## config.mk

```make
export PLATFORM = sky130hd
export DESIGN_NAME = mem_port_arbiter
export DESIGN_NICKNAME = d
export VERILOG_FILES = /design/src/rtl/cpu_mem_pkg.sv /design/src/rtl/mem_resp_buf.sv /design/src/rtl/mem_port_arbiter.sv
export SDC_FILE = /design/constraint.sdc
export NUM_CORES = 1
export LEC_CHECK = 0
export ABC_AREA = 1
export CORE_AREA = 2 2 106 108
export DETAILED_ROUTE_END_ITERATION = 10
export DIE_AREA = 0 0 108 110
export PLACE_DENSITY = 0.76
export SLEW_MARGIN = 15
export SYNTH_ARGS = -nofsm -noshare
export SYNTH_HDL_FRONTEND = slang
export SYNTH_SLANG_ARGS = --single-unit
```

## constraint.sdc

```tcl
create_clock -name clk -period 2.5 [get_ports clk]
set_input_delay 0.375 -clock clk [delete_from_list [all_inputs] [get_ports clk]]
set_output_delay 0.375 -clock clk [all_outputs]
set_load 0.02 [all_outputs]
```

## src/rtl/cpu_mem_pkg.sv

```systemverilog
// Shared definitions for the unified instruction/data memory port arbiter.
// Holds the arbiter state encoding, the owner ids and the read strobe value.
package cpu_mem_pkg;

    typedef enum logic [1:0] {
        IDLE = 2'd0,
        WAIT = 2'd1,
        RESP = 2'd2
    } arb_state_t;

    localparam logic OWN_INST = 1'b0;
    localparam logic OWN_DATA = 1'b1;

    localparam logic [3:0] WEN_READ = 4'b0000;

endpackage

```

## src/rtl/mem_resp_buf.sv

```systemverilog
// One-entry read response buffer: holds a captured memory word and its valid
// flag until the owning pipeline stage acknowledges it.
module mem_resp_buf (
    input  logic        clk,
    input  logic        rst,
    input  logic        cap_en,
    input  logic [31:0] cap_data,
    input  logic        ack,
    output logic [31:0] rdata,
    output logic        rdata_valid
);

    // A capture always wins over a stale ack; an ack with nothing held is harmless.
    always_ff @(posedge clk) begin
        if (rst) begin
            rdata       <= 32'h0;
            rdata_valid <= 1'b0;
        end else if (cap_en) begin
            rdata       <= cap_data;
            rdata_valid <= 1'b1;
        end else if (ack) begin
            rdata_valid <= 1'b0;
        end
    end

endmodule

```

## src/rtl/mem_port_arbiter.sv

```systemverilog
// Shares one single-port memory between the fetch and load/store ports.
// Define ARB_AGE_EN to force-grant a starved fetch port after STARVE_MAX losses.
module mem_port_arbiter
    import cpu_mem_pkg::*;
#(
    parameter int MEM_LAT    = 1,
    parameter int STARVE_MAX = 4
) (
    input  logic        clk,
    input  logic        rst,
    input  logic        inst_req_valid,
    input  logic [31:0] inst_req_addr,
    output logic        inst_req_ack,
    output logic [31:0] inst_rdata,
    output logic        inst_rdata_valid,
    input  logic        inst_rdata_ack,
    input  logic        data_req_valid,
    input  logic [31:0] data_req_addr,
    input  logic [3:0]  data_req_wen,
    input  logic [31:0] data_req_wdata,
    output logic        data_req_ack,
    output logic [31:0] data_rdata,
    output logic        data_rdata_valid,
    input  logic        data_rdata_ack,
    output logic        mem_en,
    output logic [31:0] mem_addr,
    output logic [3:0]  mem_wen,
    output logic [31:0] mem_wdata,
    input  logic [31:0] mem_rdata,
    output logic        busy
);

    localparam logic [2:0] LAT_CNT    = 3'(MEM_LAT);
    localparam logic [2:0] STARVE_LIM = (STARVE_MAX < 1) ? 3'd1 : 3'(STARVE_MAX);

    arb_state_t state, state_nxt;
    logic [2:0] lat_cnt;
    logic       owner;
    logic [2:0] starve_cnt;
    logic       age_force;
    logic       inst_cap, data_cap;

    always_ff @(posedge clk) begin
        if (rst) begin
            state   <= IDLE;
            lat_cnt <= 3'd0;
            owner   <= OWN_INST;
        end else begin
            state <= state_nxt;
            if (state == IDLE && state_nxt == WAIT) begin
                lat_cnt <= 3'd1;
                owner   <= data_req_ack ? OWN_DATA : OWN_INST;
            end else if (state == WAIT && lat_cnt != LAT_CNT) begin
                lat_cnt <= lat_cnt + 3'd1;
            end
        end
    end

`ifdef ARB_AGE_EN
    // Counts arbitrations the fetch port lost to the data port since its last grant.
    always_ff @(posedge clk) begin
        if (rst) begin
            starve_cnt <= 3'd0;
        end else if (inst_req_ack) begin
            starve_cnt <= 3'd0;
        end else if (inst_req_valid && data_req_ack && starve_cnt < STARVE_LIM) begin
            starve_cnt <= starve_cnt + 3'd1;
        end
    end
`else
    assign starve_cnt = 3'd0;
`endif

    assign age_force = (starve_cnt >= STARVE_LIM);

    // Every combinational output is held at zero while reset is asserted.
    always_comb begin
        state_nxt    = state;
        inst_req_ack = 1'b0;
        data_req_ack = 1'b0;
        mem_en       = 1'b0;
        mem_addr     = 32'h0;
        mem_wen      = WEN_READ;
        mem_wdata    = 32'h0;
        inst_cap     = 1'b0;
        data_cap     = 1'b0;
        if (!rst) begin
            case (state)
                IDLE: begin
                    if (data_req_valid && !(inst_req_valid && age_force)) begin
                        data_req_ack = 1'b1;
                        mem_en       = 1'b1;
                        mem_addr     = data_req_addr;
                        mem_wen      = data_req_wen;
                        mem_wdata    = data_req_wdata;
                        if (data_req_wen == WEN_READ) begin
                            state_nxt = WAIT;
                        end
                    end else if (inst_req_valid) begin
                        inst_req_ack = 1'b1;
                        mem_en       = 1'b1;
                        mem_addr     = inst_req_addr;
                        state_nxt    = WAIT;
                    end
                end
                WAIT: begin
                    if (lat_cnt == LAT_CNT) begin
                        inst_cap  = (owner == OWN_INST);
                        data_cap  = (owner == OWN_DATA);
                        state_nxt = RESP;
                    end
                end
                RESP: begin
                    if (owner == OWN_DATA ? (data_rdata_valid && data_rdata_ack)
                                          : (inst_rdata_valid && inst_rdata_ack)) begin
                        state_nxt = IDLE;
                    end
                end
                default: state_nxt = IDLE;
            endcase
        end
    end

    assign busy = !rst && (state != IDLE);

    mem_resp_buf u_inst_buf (
        .clk         (clk),
        .rst         (rst),
        .cap_en      (inst_cap),
        .cap_data    (mem_rdata),
        .ack         (inst_rdata_ack),
        .rdata       (inst_rdata),
        .rdata_valid (inst_rdata_valid)
    );

    mem_resp_buf u_data_buf (
        .clk         (clk),
        .rst         (rst),
        .cap_en      (data_cap),
        .cap_data    (mem_rdata),
        .ack         (data_rdata_ack),
        .rdata       (data_rdata),
        .rdata_valid (data_rdata_valid)
    );

endmodule

```

Yosys cells after proc, flatten, opt, wreduce, memory -nomap -nowiden

Cells that the tools add are included.

Word-level logic and storage cells: 69
Bits in registers: 72
Output and inout port bits: 138
Input port bits: 138

Add/subtract/negate cells: 1
Equal/unequal tests: 5
Reduce and logical (&&, ||, !) cells: 13
Bitwise gates (word level): 1
Multiplexer cells: 41

Operators by type and width:

| cell                                                                    | number |
|---|---|
| 32-bit two-way mux                                                      | 7 |
| 1-bit two-way mux                                                       | 24 |
| 2-bit two-way mux                                                       | 6 |
| 4-bit two-way mux                                                       | 3 |
| 2-bit nonzero test                                                      | 4 |
| 2-bit case mux with 3 select lines                                      | 1 |
| 1-bit logical AND                                                       | 5 |
| 2-bit by 1-bit equality test with 1-bit output, second input constant   | 2 |
| 4-bit zero test                                                         | 1 |
| 3-bit by 1-bit adder with 3-bit output, second input constant           | 1 |
| 3-bit by 1-bit equality test with 1-bit output, second input constant   | 1 |
| 3-bit by 1-bit inequality test with 1-bit output, second input constant | 1 |
| 2-bit equality test, second input constant                              | 1 |
| 2-bit zero test                                                         | 1 |
| 2-bit OR reduction                                                      | 1 |
| 1-bit zero test                                                         | 1 |
| 1-bit inverter                                                          | 1 |

Longest topological paths before layout

Depth after elaboration: 8
Mapped depth: 10
Gate-level depth less buffers: 10

By module

A second synthesis with hierarchy kept.

Cell total of the unflattened synthesis: 521
Area total of the unflattened synthesis: 3373.2 um^2

Modules (own cells, without submodules):

| module           | cells an instance | area each (um^2) | seq. area each (um^2) | times used |
|---|---|---|---|---|
| mem_resp_buf     | 143               | 1152.4           | 660.6                 | 2 |
| mem_port_arbiter | 235               | 1068.5           | 120.1                 | 1 |

Least setup slack after synthesis

OpenSTA, ideal clock, no wires.

Path kind: register to output
From: register state[1]
To: output port mem_wdata[10]
Buffers on the path: 1
Path slack: 808 ps
Arrival: 1317 ps
Cell stages (with the launch flop): 7
Required time: 2125 ps
Cell sequence: dfxtp_1 > nor2_2 > nand2_1 > nor2_2 > inv_2 > buf_2 > nor2_1

Longest elaborated chain between the ends: 3

Ends and longest elaborated chain:

| what                     | line                   | source |
|---|---|---|
| start: declaration       | mem_port_arbiter.sv:36 | `arb_state_t state, state_nxt;` |
| start signal: assignment | mem_port_arbiter.sv:49 | `state <= state_nxt;` |
| 2-bit zero test          | mem_port_arbiter.sv:88 | `case (state)` |
| 32-bit two-way mux       | mem_port_arbiter.sv:88 |  |
| 32-bit two-way mux       | mem_port_arbiter.sv:87 | `if (!rst) begin` |
| end: declaration         | mem_port_arbiter.sv:28 | `output logic [31:0] mem_wdata,` |

No other way between the ends.

Final worst setup path

From: register state[1]
To: output port mem_wdata[13]

The elaborated chain is that of the path after synthesis.

==> results.env <==
TIMING_HOLD_VIOLATIONS_FINAL=0
CTS_MAX_LEVEL=3
CRIT-REG2REG-LAUNCH='lat_cnt[0]$_SDFFE_PP0P_'
CRITICAL_PATH.STARTPOINT_TYPE='flip-flop'
YOSYS-TOP-CELLS-COUNT='sky130_fd_sc_hd__inv_1, sky130_fd_sc_hd__dfxtp_1, sky130_fd_sc_hd__nor2_1'
CLOCK_SKEW_NS=0.00908
DRV_SLEW=0
ANTENNA_VIOLATING_NETS_POST_ROUTE=0
DEPTH_OF_THE_WORST_HOLD_TIMING_PATH=2
TOTAL_CONGESTION_OVERFLOW_AFTER_GLOBAL_ROUTING=0
SYNTH_ENABLE_FLOP_CELLS=0
DRT_ITER0_DRC=148
PORT_BUFFERS=275
SYNTH_SEQUENTIAL_AREA_RATIO_PCT=45.2
CLKSINKCOUNT=72
POST_ROUTE_STANDARD_CELL_AREA_EXCLUDING_FILLERS_UM2=6240
SYNTH.YOSYS.WARNINGS=0
CLOCK_TREE_FROM_TRITONCTS='built'
CLOCK-ROOT-BUFFER='sky130_fd_sc_hd__clkbuf_8'
POST_CTS.REPAIR.SETUP_BUFFERS=0
POST_SYNTH_MAIN_AREA_CONTRIBUTORS='sky130_fd_sc_hd__dfxtp_1, sky130_fd_sc_hd__inv_1, sky130_fd_sc_hd__a22o_1, sky130_fd_sc_hd__nand3_1, sky130_fd_sc_hd__a21oi_1'
NORMALIZED_MAX_SLEW_MARGIN_PCT=55.7
FINAL_CELLS=838
DOMINANT_CELL_BY_COUNT_IN_THE_SYNTHESIZED_NETLIST='sky130_fd_sc_hd__inv_1'
DIE_WIDTH_UM=108
POSTLAYOUTCOREUTIL_PCT=58.4
GRT_PASS1_VIAS=3796
MULTI_INPUT_AREA_UM2=1310
COREAREA_UM2=10700
AREA_GROWTH_PCT=95.7
MIN_PATH_TYPE='flip-flop to flip-flop'
POWER.STATIC_LEAKAGE_nW=2.91
SYNTH_CELLS=423
DIE_AREA_UM2=11900
POST_DP_CELL_AREA_UM2=6120
LATEST_CLOCK_ARRIVAL_WITHIN_THE_WORST_SKEW_PAIR_NS=0.33
TOP_ACHIEVABLE_CLOCK_SPEED_MHz=424
PLACEMENT_ROWS=38
CLK_PIN_SLEW_NS=0.07
CTS.PATH.MAX_BUFFERS=2
TRITONCTS_BUFFER_COUNT=9
OUTCOME='complete, no violations'
HPWLAFTERDP_MM=10.7
MAXCAPVIOLATIONS=0
DRC_ERRORS_LEFT=0
PIN_COUNT_OF_THE_BIGGEST_NET_ENTERING_GLOBAL_ROUTING=70
WORST_EP_ARRIVAL_TIME_NS=1.99
FINAL_MIN_PERIOD_OVER_CLOCK_PERIOD_PCT=94.4
FLOORPLAN.INITIALDENSITY_PCT=29.8
WORST_SETUP_PATH_END_KIND='primary output'
SYNTH_ASYNC_SR_FLOP_SHARE_PCT=0
FINAL_PERIOD_MINUS_WORST_SETUP_SLACK_NS=2.36
YOSYS.CELL_TYPES.COUNT=21
VDD_IR_DROP_MAX_V=0.000399
AVGSYNTHCELLAREA_UM2=7.54
WORST_R2R_PATH_DEPTH=8
FIN_HOLD_WS_NS=0.477
TRACK_USAGE_PCT=21.4
FILLERINSTANCES=1013
SYNTHDOMINANTCELLAREASHARE_PCT=45.2
WL_PER_CELL_UM=16.3
CRITICAL_PATH.MAX_FANOUT=36
POST-SYNTH-TOP-AREA-CELL='sky130_fd_sc_hd__dfxtp_1'
MAPPEDNETLISTAREA_UM2=3190
POWER.DENSITY_nW_PER_UM2=459
LAYOUT_CELLS_SIZED_ABOVE_1_PCT=6.47
REGTOREGENDPOINT='u_data_buf.rdata[8]$_SDFFE_PP0P_'
SYNTH_FF_TYPE='sky130_fd_sc_hd__dfxtp_1'
VIA_PER_INST=4.58
FINALSETUPVIOLATIONS=0
TIGHTESTPINTRANSITION_NS=0.664
SYNTH.NET_COUNT=563
SETUP_SLACK_OF_THE_WORST_REGISTER_TO_REGISTER_PATH_NS=0.93
MIN_DELAY_WORST_ENDPOINT='u_inst_buf.rdata[1]$_SDFFE_PP0P_'
CRIT_START='state[1]$_SDFF_PP0_'
REQUIRED_NS=2.12
WORST-SETUP-PATH-TYPE='flip-flop to primary output'
FLOORPLAN.DIE.HEIGHT_UM=110
GPL.FINAL_WEIGHTED_CONGESTION=0.827
YOSYS_REGISTER_BITS=72
WL_MM=13.7
REGAREA_UM2=1440
IO_PINS=276
DRT_FIRST_PASS_ITERS=4
RSZ0062_AT_GRT='no'
DETAILROUTE.VIA_COUNT=3839
FINAL.SETUP.WORST_SLACK_NS=0.140
FINAL_NET_COUNT=833
GRT_FIRST_PASS_WIRELENGTH_MM=19.7
PLACEMENT.SETUP.WORST_SLACK_NS=-0.160
NUMBER_OF_ANTENNA_VIOLATIONS_AT_THE_FIRST_CHECK_IN_GLOBAL_ROUTING=2
HP-START='u_inst_buf.rdata[1]$_SDFFE_PP0P_'
DPL.CELL_COUNT=822
worst max path at each step:
stage                         end  slack, ns  depth (start not counted)
floorplan           mem_wdata[10]       0.81                          6
CTS                  data_req_ack       0.04                          5
global route        mem_wdata[13]     0.0005                          7
detailed placement   mem_wdata[8]      -0.16                          8
global placement     mem_wdata[8]      -0.13                          8
finish              mem_wdata[13]       0.14                          7
where the power goes:
part / internal (mW) / switching [mW] / total (mW)
registers: 1.17 / 0.0174 / 1.19
clock network: 0.552 / 0.420 / 0.972
logic: 0.370 / 0.334 / 0.705
total: 2.10 / 0.772 / 2.87
final cells by class:
class / instances / share of cell area [%]
Clock buffer: 9 / 1.98
Tap cell: 140 / 2.81
Timing Repair Buffer: 288 / 45.0
Sequential cell: 72 / 23.1
Antenna cell: 2 / 0.0802
Clock inverter: 5 / 1.34
Multi-Input combinational cell: 242 / 20.9
Inverter: 80 / 4.81
cell families (layout without fill, tap and decap cells):
| logic type | count (synthesis) | count (layout) | share of synthesized area, % |
|---|---|---|---|
| flops | 72 | 72 | 45.2 |
| other cells | 0 | 2 | 0 |
| compound gates | 134 | 134 | 24.8 |
| xor+xnor | 1 | 1 | 0.275 |
| buf+inv | 109 | 382 | 14.1 |
| fa+ha+maj | 2 | 2 | 0.784 |
| simple gates | 105 | 105 | 14.9 |
per-stage QoR:
step                      TNS [ns]  power (mW)
after detailed placement     -3.53        1.97
final                            0        2.87
after floorplan                  0        1.51
after global placement       -2.03        1.96
after global routing             0        2.99
after CTS                        0        2.90
cell usage in the layout (no fill, tap or decap), types with 3 or more instances in the layout:
cell type	synthesis	routed
sky130_fd_sc_hd__nor2_2	3	3
sky130_fd_sc_hd__nor2_1	42	42
sky130_fd_sc_hd__inv_2	5	5
sky130_fd_sc_hd__clkbuf_8	0	9
sky130_fd_sc_hd__clkdlybuf4s50_1	0	205
sky130_fd_sc_hd__a22o_1	32	32
sky130_fd_sc_hd__o21ai_0	30	30
sky130_fd_sc_hd__buf_12	0	4
sky130_fd_sc_hd__nand2_1	16	16
sky130_fd_sc_hd__dlygate4sd2_1	0	60
sky130_fd_sc_hd__o21ai_1	35	35
sky130_fd_sc_hd__buf_4	5	10
sky130_fd_sc_hd__dfxtp_1	72	72
sky130_fd_sc_hd__clkbuf_2	0	4
sky130_fd_sc_hd__a21oi_1	37	37
sky130_fd_sc_hd__inv_1	75	75
sky130_fd_sc_hd__nand3_1	38	37
critical path, cell delays in order (launching register included):
cell	delay [ns]
sky130_fd_sc_hd__dfxtp_1	0.37
sky130_fd_sc_hd__nor2_2	0.19
sky130_fd_sc_hd__nand2_1	0.12
sky130_fd_sc_hd__nor2_2	0.20
sky130_fd_sc_hd__inv_2	0.08
sky130_fd_sc_hd__buf_12	0.17
sky130_fd_sc_hd__nor2_1	0.19
sky130_fd_sc_hd__clkdlybuf4s15_1	0.34
sequential cells by signal (all words and copies together), names as in the netlist:
signal,flops
lat_cnt,3
owner,1
state,2
u_data_buf.rdata,32
u_data_buf.rdata_valid,1
u_inst_buf.rdata,32
u_inst_buf.rdata_valid,1
repair_timing:
item                                    4_1_cts  5_1_grt
endpoints found under the setup margin       67        8
resized for setup                            67       12
hold buffers                                  0        0
routing by layer:
metal	share of wire, %	track usage, %	vias to the layer above
met4	2.0	6.59	2
met2	50	38.9	150
met5	0.088	0	-
met1	38	22.7	1738
met3	9.8	8.41	21
li1	-	-	1928
No activity file was read; power rests on OpenSTA's default activity.
